### config.mk
export PLATFORM = sky130hd
export DESIGN_NAME = tcdm_bank_amo_adapter
export DESIGN_NICKNAME = d
export VERILOG_FILES = /design/src/rtl/tcdm_bank_amo_adapter.sv
export SDC_FILE = /design/constraint.sdc
export NUM_CORES = 1
export LEC_CHECK = 0
export CORE_MARGIN = 8
export CORE_UTILIZATION = 59
export CTS_CLUSTER_DIAMETER = 60
export DETAILED_ROUTE_END_ITERATION = 8
export PLACE_DENSITY_LB_ADDON = 0.1
export SYNTH_ARGS = -nofsm -noshare
export SYNTH_HDL_FRONTEND = slang
export SYNTH_SLANG_ARGS = --single-unit
### constraint.sdc
create_clock -name clk_i -period 7.2 [get_ports clk_i]
set_input_delay 0.72 -clock clk_i [delete_from_list [all_inputs] [get_ports clk_i]]
set_output_delay 0.72 -clock clk_i [all_outputs]
set_load 0.02 [all_outputs]
### src/rtl/tcdm_bank_amo_adapter.sv
// TCDM bank adapter: plain R/W, AMO read-modify-write and LR/SC in front of a 1-cycle SRAM.
// Define MEMPOOL_LRSC_EN to enable the LR/SC reservation register.
module tcdm_bank_amo_adapter #(
  parameter int unsigned DataWidth = 32,
  parameter int unsigned AddrWidth = 8,
  parameter int unsigned MetaWidth = 12,
  parameter int unsigned RespDepth = 2
) (
  input  logic                   clk_i,
  input  logic                   rst_i,
  input  logic                   in_valid_i,
  output logic                   in_ready_o,
  input  logic [AddrWidth-1:0]   in_addr_i,
  input  logic                   in_wen_i,
  input  logic [DataWidth/8-1:0] in_be_i,
  input  logic [DataWidth-1:0]   in_data_i,
  input  logic [3:0]             in_amo_i,
  input  logic [MetaWidth-1:0]   in_meta_i,
  output logic                   out_valid_o,
  input  logic                   out_ready_i,
  output logic [DataWidth-1:0]   out_data_o,
  output logic [MetaWidth-1:0]   out_meta_o,
  output logic                   sram_req_o,
  output logic                   sram_we_o,
  output logic [AddrWidth-1:0]   sram_addr_o,
  output logic [DataWidth-1:0]   sram_wdata_o,
  output logic [DataWidth/8-1:0] sram_be_o,
  input  logic [DataWidth-1:0]   sram_rdata_i
);
  localparam int unsigned PtrW = (RespDepth > 1) ? $clog2(RespDepth) : 1;
  localparam int unsigned CntW = $clog2(RespDepth + 1);

  typedef enum logic {IDLE, AMO_WR} state_e;
  state_e state_q, state_d;

  logic [3:0] op;
  logic is_amo, is_lr, is_sc, accept, sc_ok;
  assign op     = (in_amo_i >= 4'hC) ? 4'h0 : in_amo_i;
  assign is_amo = (op != 4'h0) && (op <= 4'h9);
  assign is_lr  = (op == 4'hA);
  assign is_sc  = (op == 4'hB);
  assign accept = in_valid_i && in_ready_o;

  logic [3:0]           amo_op_q;
  logic [DataWidth-1:0] amo_opnd_q, amo_res;
  logic [AddrWidth-1:0] amo_addr_q;
  // A response is due next cycle: data from SRAM (read/LR/AMO) or the SC status bit
  logic                 pend_q, pend_rd_q, pend_sc_q;
  logic [MetaWidth-1:0] pend_meta_q;

  logic [DataWidth-1:0] fdata_q [RespDepth];
  logic [MetaWidth-1:0] fmeta_q [RespDepth];
  logic [PtrW-1:0]      rd_ptr_q, wr_ptr_q;
  logic [CntW-1:0]      cnt_q;

`ifdef MEMPOOL_LRSC_EN
  logic                 res_valid_q;
  logic [AddrWidth-1:0] res_addr_q;
  logic [MetaWidth-1:0] res_meta_q;
  assign sc_ok = res_valid_q && (res_addr_q == in_addr_i) && (res_meta_q == in_meta_i);

  always_ff @(posedge clk_i or posedge rst_i) begin
    if (rst_i) begin
      res_valid_q <= 1'b0;
      res_addr_q  <= '0;
      res_meta_q  <= '0;
    end else if (state_q == IDLE && accept && is_lr) begin
      res_valid_q <= 1'b1;
      res_addr_q  <= in_addr_i;
      res_meta_q  <= in_meta_i;
    end else if (sram_req_o && sram_we_o && sram_addr_o == res_addr_q) begin
      res_valid_q <= 1'b0;
    end
  end
`else
  // Without reservations SC is an unconditional write that reports success
  assign sc_ok = 1'b1;
`endif

  always_comb begin
    case (amo_op_q)
      4'h1:    amo_res = amo_opnd_q;
      4'h2:    amo_res = sram_rdata_i + amo_opnd_q;
      4'h3:    amo_res = sram_rdata_i & amo_opnd_q;
      4'h4:    amo_res = sram_rdata_i | amo_opnd_q;
      4'h5:    amo_res = sram_rdata_i ^ amo_opnd_q;
      4'h6:    amo_res = ($signed(sram_rdata_i) > $signed(amo_opnd_q)) ? sram_rdata_i : amo_opnd_q;
      4'h7:    amo_res = (sram_rdata_i > amo_opnd_q) ? sram_rdata_i : amo_opnd_q;
      4'h8:    amo_res = ($signed(sram_rdata_i) < $signed(amo_opnd_q)) ? sram_rdata_i : amo_opnd_q;
      4'h9:    amo_res = (sram_rdata_i < amo_opnd_q) ? sram_rdata_i : amo_opnd_q;
      default: amo_res = sram_rdata_i;
    endcase
  end

  always_comb begin
    state_d      = state_q;
    sram_req_o   = 1'b0;
    sram_we_o    = 1'b0;
    sram_addr_o  = in_addr_i;
    sram_wdata_o = in_data_i;
    sram_be_o    = in_be_i;
    if (state_q == AMO_WR) begin
      sram_req_o   = 1'b1;
      sram_we_o    = 1'b1;
      sram_addr_o  = amo_addr_q;
      sram_wdata_o = amo_res;
      sram_be_o    = '1;
      state_d      = IDLE;
    end else if (accept) begin
      sram_req_o = is_sc ? sc_ok : 1'b1;
      sram_we_o  = is_sc ? sc_ok : (!is_amo && !is_lr && in_wen_i);
      if (is_amo) state_d = AMO_WR;
    end
  end

  always_ff @(posedge clk_i or posedge rst_i) begin
    if (rst_i) begin
      state_q     <= IDLE;
      amo_op_q    <= '0;
      amo_opnd_q  <= '0;
      amo_addr_q  <= '0;
      pend_q      <= 1'b0;
      pend_rd_q   <= 1'b0;
      pend_sc_q   <= 1'b0;
      pend_meta_q <= '0;
    end else begin
      state_q <= state_d;
      pend_q  <= (state_q == IDLE) && accept && (is_amo || is_lr || is_sc || !in_wen_i);
      if (state_q == IDLE && accept) begin
        amo_op_q    <= op;
        amo_opnd_q  <= in_data_i;
        amo_addr_q  <= in_addr_i;
        pend_rd_q   <= !is_sc;
        pend_sc_q   <= !sc_ok;
        pend_meta_q <= in_meta_i;
      end
    end
  end

  // Response FIFO with fall-through when empty
  logic                 push, pop, store, deq, empty;
  logic [DataWidth-1:0] push_data;
  assign push      = pend_q;
  assign push_data = pend_rd_q ? sram_rdata_i : {{(DataWidth-1){1'b0}}, pend_sc_q};
  assign empty     = (cnt_q == '0);
  assign out_valid_o = !empty || push;
  assign out_data_o  = empty ? push_data   : fdata_q[rd_ptr_q];
  assign out_meta_o  = empty ? pend_meta_q : fmeta_q[rd_ptr_q];
  assign pop   = out_valid_o && out_ready_i;
  assign store = push && !(empty && pop);
  assign deq   = pop && !empty;
  assign in_ready_o = (state_q == IDLE) &&
                      (({1'b0, cnt_q} + {{CntW{1'b0}}, pend_q}) < (CntW+1)'(RespDepth));

  function automatic logic [PtrW-1:0] nxt(input logic [PtrW-1:0] p);
    return (p == PtrW'(RespDepth - 1)) ? '0 : p + 1'b1;
  endfunction

  always_ff @(posedge clk_i or posedge rst_i) begin
    if (rst_i) begin
      rd_ptr_q <= '0;
      wr_ptr_q <= '0;
      cnt_q    <= '0;
    end else begin
      if (store) wr_ptr_q <= nxt(wr_ptr_q);
      if (deq)   rd_ptr_q <= nxt(rd_ptr_q);
      cnt_q <= cnt_q + CntW'(store) - CntW'(deq);
    end
  end

  always_ff @(posedge clk_i) begin
    if (store) begin
      fdata_q[wr_ptr_q] <= push_data;
      fmeta_q[wr_ptr_q] <= pend_meta_q;
    end
  end
endmodule

==> run summary, run 1 <==
Startpoint types = primary input
Crit. End Element = primary output
Die width = 155 µm
Number of port buffers = 188
Hpwl dp = 24.6 mm
Peak Freq = 0.155 GHz
P_sw = 2900 µW
Fraction of registers with async set/reset = 41.7%
Maximum capacitance violations = 0
Crit path max fanout = 19
Setup TNS = 0 ns
Post-CTS Resized = 0
Crit path DAT = 5.73 ns
Power Dens Cells = 436 mW/mm²
Worst endpoint required time = 6.48 ns
Tightest Pin Transition = 1.22 ns
Cells after Synth = 1,244
Die area = 0.0240 mm²
Switching share of power = 47.2%
Starting Density = 59.4%
Worst Hold Class = flip-flop to flip-flop
CTS tree = done
Final cycle utilization of the critical path = 89.5%
DRT iter0 DRCs = 806
Logic gate share of total power = 59.9%
Share of layout cells above drive strength 1 = 10.3%
Via density = 6.13
Layout Skew = 0.0139 ns
Post-synth EDFFs = 88
Synth Warn # = 0
Detailed-route via count = 10.2k
First-pass DRT Iterations = 7
Layout area overhead = 23.4%
Synth unique cells = 67
TritonCTS Buffers = 17
Synth top area cells = edfxtp_1, dfrtp_1, ha_1
GRT Residual Overflow = 0
Crit Path Category = primary input to primary output
Root Buffer Master = clkbuf_16
Sequential power share = 25.2%
Vias in the first global route = 9,909
DRT antenna net count = 0
Clock share of power = 14.9%
Total Wirelength = 34.5 mm
WL/cell = 20.7 µm
Clock latency on the worst-skew pair = 0.44 ns
CP startpoint = sram_rdata_i[29]
Worst rel slew slack = 18.7%
Largest net degree at the start of global routing = 91
FF-to-FF Start = state_q$_DFF_PP0_
NumNets Final = 1,589
Cell total after placement = 1,635
Synth Flop Type = edfxtp_1
First-pass GRT wire length = 54.1 mm
Final setup vio count = 0
Non-Filler Instances = 1,668
Status = finished clean
Maximum VDD drop = 0.316 mV
Die Ht = 155 µm
Core area = 0.0192 mm²
Post-layout min period = 6.45 ns
Post-Syn Area = 0.0114 mm²
Mean Syn Cell Area = 9.17 µm²
Initial antenna violation count = 1
Post-route DRC = 0
P_leak = 0.00573 µW
Syn_nets = 1,444
Slew Viols, Final = 0
Share of the synthesized area in the top cell type = 23.2%
Hold path startpoint = pend_meta_q[11]$_DFFE_PP0P_
Yosys reg bits = 151
RSZ-0062 raised after global routing = false
H-Tree Depth = 4
Boundary Pins = 189
GR Util All Layers = 28.4%
Yosys top cell by area = edfxtp_1
Hold buffer count at CTS = 0
GP Congestion = 0.917
Worst-path clk slew = 0.08 ns
Maximum clock path buffer count = 2
Post-CTS setup buffer count = 0
Hold Fails Final Rpt = 0
Clock sinks = 151
Seq/Total Area, Yosys = 37.0%
Row count = 51
Int Power = 3240 µW
-- power by group through the flow --
| stage | Clock (µW) | Combinational (µW) | Sequential (µW) |
|---|---|---|---|
| finish | 912 | 3680 | 1550 |
| global route | 957 | 3980 | 1590 |
| CTS | 919 | 3660 | 1540 |
| detailed placement | 0 | 3640 | 1560 |
| global placement | 0 | 3580 | 1540 |
| floorplan | 0 | 2510 | 1400 |
-- flip-flops by register name, summed over array words and instances, names as in the netlist --
| name | cells |
|---|---|
| amo_opnd_q | 32 |
| rd_ptr_q | 1 |
| pend_q | 1 |
| amo_addr_q | 8 |
| state_q | 1 |
| amo_op_q | 4 |
| wr_ptr_q | 1 |
| pend_rd_q | 1 |
| fdata_q | 64 |
| cnt_q | 2 |
| fmeta_q | 24 |
| pend_meta_q | 12 |
-- cell usage in the layout (no fill, tap or decap), types with 12 or more instances in the layout --
cell type          n
ha_1             102
nor2b_1           13
edfxtp_1          88
dfrtp_1           61
a21oi_1           68
nor2_1            83
nor3_1            14
nand2_1          145
o22ai_1           24
a31oi_1           12
a21o_1            12
inv_1             83
a221oi_1          24
xnor2_1           18
nand3_1           14
buf_4             17
o2111ai_1         18
clkdlybuf4s50_1  188
and2_1            35
clkbuf_16         17
mux2_2            62
mux2i_1           51
o21ai_0           99
-- critical path, cell delays in order --
cell and delay [ns]:
clkdlybuf4s50_1 0.61, inv_1 0.08, ha_1 0.39, nor4_1 0.63, nand4_1 0.26, or3_1 0.55
o21ai_0 0.15, nor2_1 0.13, o21ai_2 0.88, a221o_1 0.31, nand2_1 0.06, a21oi_1 0.28
clkdlybuf4s50_1 0.66
-- kinds of logic after synthesis --
kind of cell / after synthesis / share of synthesized area [%]
AO/OA/AOI/OAI: 334 / 19.4
buffers and inverters: 163 / 5.56
multiplexers: 114 / 10.7
adder cells (fa/ha/maj): 103 / 11.4
AND/OR/NAND/NOR: 355 / 14.2
XOR/XNOR: 24 / 1.84
flip-flops: 151 / 37.0
-- routing by layer --
metal	up-vias	global-route usage (%)	share of wire [%]
met5	-	0	0
met4	0	9.61	2.5
met3	59	4.49	7.0
met2	413	46.5	47
met1	4962	37.7	43
li1	4792	-	-
-- metrics by stage --
stage	worst slack, ns	total power [µW]	hold slack (ns)	util [%]	instance area (µm²)
6_report	0.753	6140	0.493	73.3	14100
2_1_floorplan	2.78	3910	0.458	-	11400
5_1_grt	0.528	6520	0.512	73.3	14100
3_3_place_gp	0.783	5120	0.466	70.2	13500
4_1_cts	0.773	6120	0.488	73.3	14100
3_5_place_dp	0.779	5190	0.476	70.2	13500
-- cell usage after synthesis, types with 24 or more instances --
library cell  instances
a21oi_1              68
a221oi_1             24
and2_1               35
clkbuf_1             62
dfrtp_1              63
edfxtp_1             88
ha_1                102
inv_1                84
mux2_2               62
mux2i_1              52
nand2_1             146
nor2_1               85
o21ai_0              99
o22ai_1              24
-- area by class of cell --
cell class | count | area [µm²]
repair buffers | 205 | 2010
inverters | 84 | 315
fillers | 1449 | 5120
clock buffers | 17 | 425
flip-flops and latches | 151 | 4220
well taps | 265 | 332
diodes | 1 | 2.50
clock inverters | 15 | 175
multi-input cells | 930 | 6610
-- path summary, 6_finish.rpt --
kind / end / slack, ns / cells past startpoint
min in group asynchronous: amo_addr_q[5]$_DFFE_PP0P_ / 0.85 / 3
setup / recovery: sram_wdata_o[24] / 0.75 / 13
max in group asynchronous: rd_ptr_q$_DFFE_PP0P_ / 5.71 / 3
setup reg to reg: amo_opnd_q[17]$_DFFE_PP0P_ / 4.06 / 5
hold reg to reg: fmeta_q[1][11]$_DFFE_PP_ / 0.49 / 0
hold / removal: fmeta_q[1][11]$_DFFE_PP_ / 0.49 / 0
Note: power is estimated with default switching activity, not from simulation.
==> run 2, diff against run 1 <==
==> constraint.sdc (replaced) <==
create_clock -name clk_i -period 7.2 [get_ports clk_i]
set_input_delay 0.72 -clock clk_i [delete_from_list [all_inputs] [get_ports clk_i]]
set_output_delay 0.72 -clock clk_i [all_outputs]
set_load 0.01 [all_outputs]
==> run 2 against run 1 <==
Final area is essentially flat. Die area stayed put. Routed wire length shrank 1.5%. Maximum frequency is 0.57% higher. Sequential cell count did not move. Global-route usage down 0.49 points. Via count shrank 1.2%. Clock skew rose by 0.0017 ns. Sequential power is essentially flat. Critical path type unchanged. Critical endpoint is now sram_wdata_o[28].
==> run summary, run 2 (synthesis gave the netlist of run 1 again) <==
Status = finished clean
Max FFs per register = 64
Layout Skew = 0.0156 ns
Area of the multi-input gates = 0.00661 mm²
DRT antenna net count = 0
Maximum VDD drop = 0.395 mV
Worst reg-to-reg path cell count = 5
Crit. End Element = primary output
Tightest Pin Transition = 1.18 ns
Slew Viols, Final = 0
Core area = 0.0192 mm²
First-pass DRT Iterations = 5
Starting Density = 59.4%
Initial antenna violation count = 0
Most frequent cells in the layout = clkdlybuf4s50_1, nand2_1, ha_1, o21ai_0, edfxtp_1
Final cycle utilization of the critical path = 89.0%
DRT iter0 DRCs = 877
Die area = 0.0240 mm²
Worst Hold Class = flip-flop to flip-flop
Crit Path Category = primary input to primary output
Setup TNS = 0 ns
Via density = 6.07
Filler Cell Count = 1,432
Hold buffer count at CTS = 0
Die width = 155 µm
Post-layout min period = 6.41 ns
Boundary Pins = 189
Maximum clock path buffer count = 2
Non-Filler Instances = 1,666
Root Buffer Master = clkbuf_16
Number of port buffers = 188
Crit path max fanout = 16
Reg with most FFs = fdata_q
Post-route DRC = 0
Die Ht = 155 µm
CTS tree = done
Final setup vio count = 0
Worst-path clk slew = 0.07 ns
Cell total after placement = 1,634
GR Util All Layers = 27.9%
Final core utilization = 73.3%
Row count = 51
Clock sinks = 151
Crit path DAT = 5.69 ns
Clock latency on the worst-skew pair = 0.43 ns
TritonCTS Buffers = 17
Commonest non-fill, non-tap cell in the layout = clkdlybuf4s50_1
First-pass GRT wire length = 53.3 mm
WL/cell = 20.4 µm
Vias in the first global route = 9,833
Worst rel slew slack = 21.5%
Layout area overhead = 23.4%
RSZ-0062 raised after global routing = false
Worst setup path endpoint = sram_wdata_o[28]
GRT Residual Overflow = 0
Biggest regs = fdata_q: 64 flops, amo_opnd_q: 32 flops, fmeta_q: 24 flops
GP Congestion = 0.923
Power Dens Cells = 420 mW/mm²
Diodes inserted = 0
Seq. cell area = 0.00422 mm²
Peak Freq = 0.156 GHz
Placed instance area = 0.0135 mm²
Reg-to-reg slack, setup = 4.44 ns
Hpwl dp = 24.2 mm
P_leak = 0.00572 µW
Post-CTS setup buffer count = 0
Reg-to-Reg End = pend_meta_q[0]$_DFFE_PP0P_
CP startpoint = sram_rdata_i[14]
Total Wirelength = 34.0 mm
Hold Fails Final Rpt = 0
FF-to-FF Start = state_q$_DFF_PP0_
Maximum capacitance violations = 0
Final instance area = 0.0141 mm²
Largest net degree at the start of global routing = 91
Share of layout cells above drive strength 1 = 10.2%
Worst endpoint required time = 6.48 ns
H-Tree Depth = 4
NumNets Final = 1,588
Startpoint types = primary input
Post-CTS Resized = 0
Detailed-route via count = 10.1k
run 2: cell types whose count changed in the layout (fill, tap and decap cells not counted):
cell,change
buf_4,-1
diode_2,-1
clkinv_8,+2
clkinvlp_4,+1
inv_8,-2
inv_6,-1
run 2: per-layer routing:
| layer | routed length (µm) | GRT usage [%] |
|---|---|---|
| met2 | 15900 | 45.7 |
| met1 | 14900 | 37.0 |
| met5 | 0 | 0 |
| met4 | 931 | 10.3 |
| met3 | 2250 | 4.11 |
run 2: cell type report:
class | instances | share of cell area [%]
Multi-Input combinational cell | 930 | 46.9
Sequential cell | 151 | 30.0
Timing Repair Buffer | 204 | 14.2
Clock buffer | 17 | 3.02
Tap cell | 265 | 2.35
Inverter | 84 | 2.24
Clock inverter | 15 | 1.31
run 2: power by group:
part | internal, µW | switching (µW)
clock network | 470 | 435
registers | 1240 | 300
logic | 1530 | 1950
total | 3240 | 2680
run 2: worst max-delay path, stage by stage:
cell             delay (ns)
clkdlybuf4s50_1        0.64
inv_1                  0.10
ha_1                   0.50
inv_1                  0.13
a221oi_1               0.31
o21bai_1               0.14
o41ai_2                0.65
nand2_1                0.51
mux2i_1                0.37
o31ai_4                0.25
a221o_1                0.40
a221oi_1               0.27
a211oi_1               0.12
clkdlybuf4s50_1        0.57
run 2: stage by stage:
| step | hold slack, ns | power [µW] | setup slack [ns] |
|---|---|---|---|
| 4_1_cts | 0.491 | 5890 | 0.883 |
| 3_5_place_dp | 0.485 | 4970 | 0.942 |
| 2_1_floorplan | 0.458 | 3710 | 2.98 |
| 6_report | 0.484 | 5920 | 0.789 |
| 3_3_place_gp | 0.465 | 4910 | 0.948 |
| 5_1_grt | 0.498 | 6300 | 0.499 |
run 2: how the worst min path moves through the flow:
| stage | end | slack (ns) | from | cells after the start |
|---|---|---|---|---|
| floorplan | fmeta_q[0][0]$_DFFE_PP_ | 0.46 | pend_meta_q[0]$_DFFE_PP0P_ | 0 |
| global placement | fmeta_q[0][2]$_DFFE_PP_ | 0.47 | pend_meta_q[2]$_DFFE_PP0P_ | 0 |
| detailed placement | fmeta_q[1][0]$_DFFE_PP_ | 0.49 | pend_meta_q[0]$_DFFE_PP0P_ | 0 |
| CTS | fmeta_q[1][11]$_DFFE_PP_ | 0.49 | pend_meta_q[11]$_DFFE_PP0P_ | 0 |
| global route | fmeta_q[1][11]$_DFFE_PP_ | 0.50 | pend_meta_q[11]$_DFFE_PP0P_ | 0 |
| finish | fmeta_q[1][11]$_DFFE_PP_ | 0.48 | pend_meta_q[11]$_DFFE_PP0P_ | 0 |
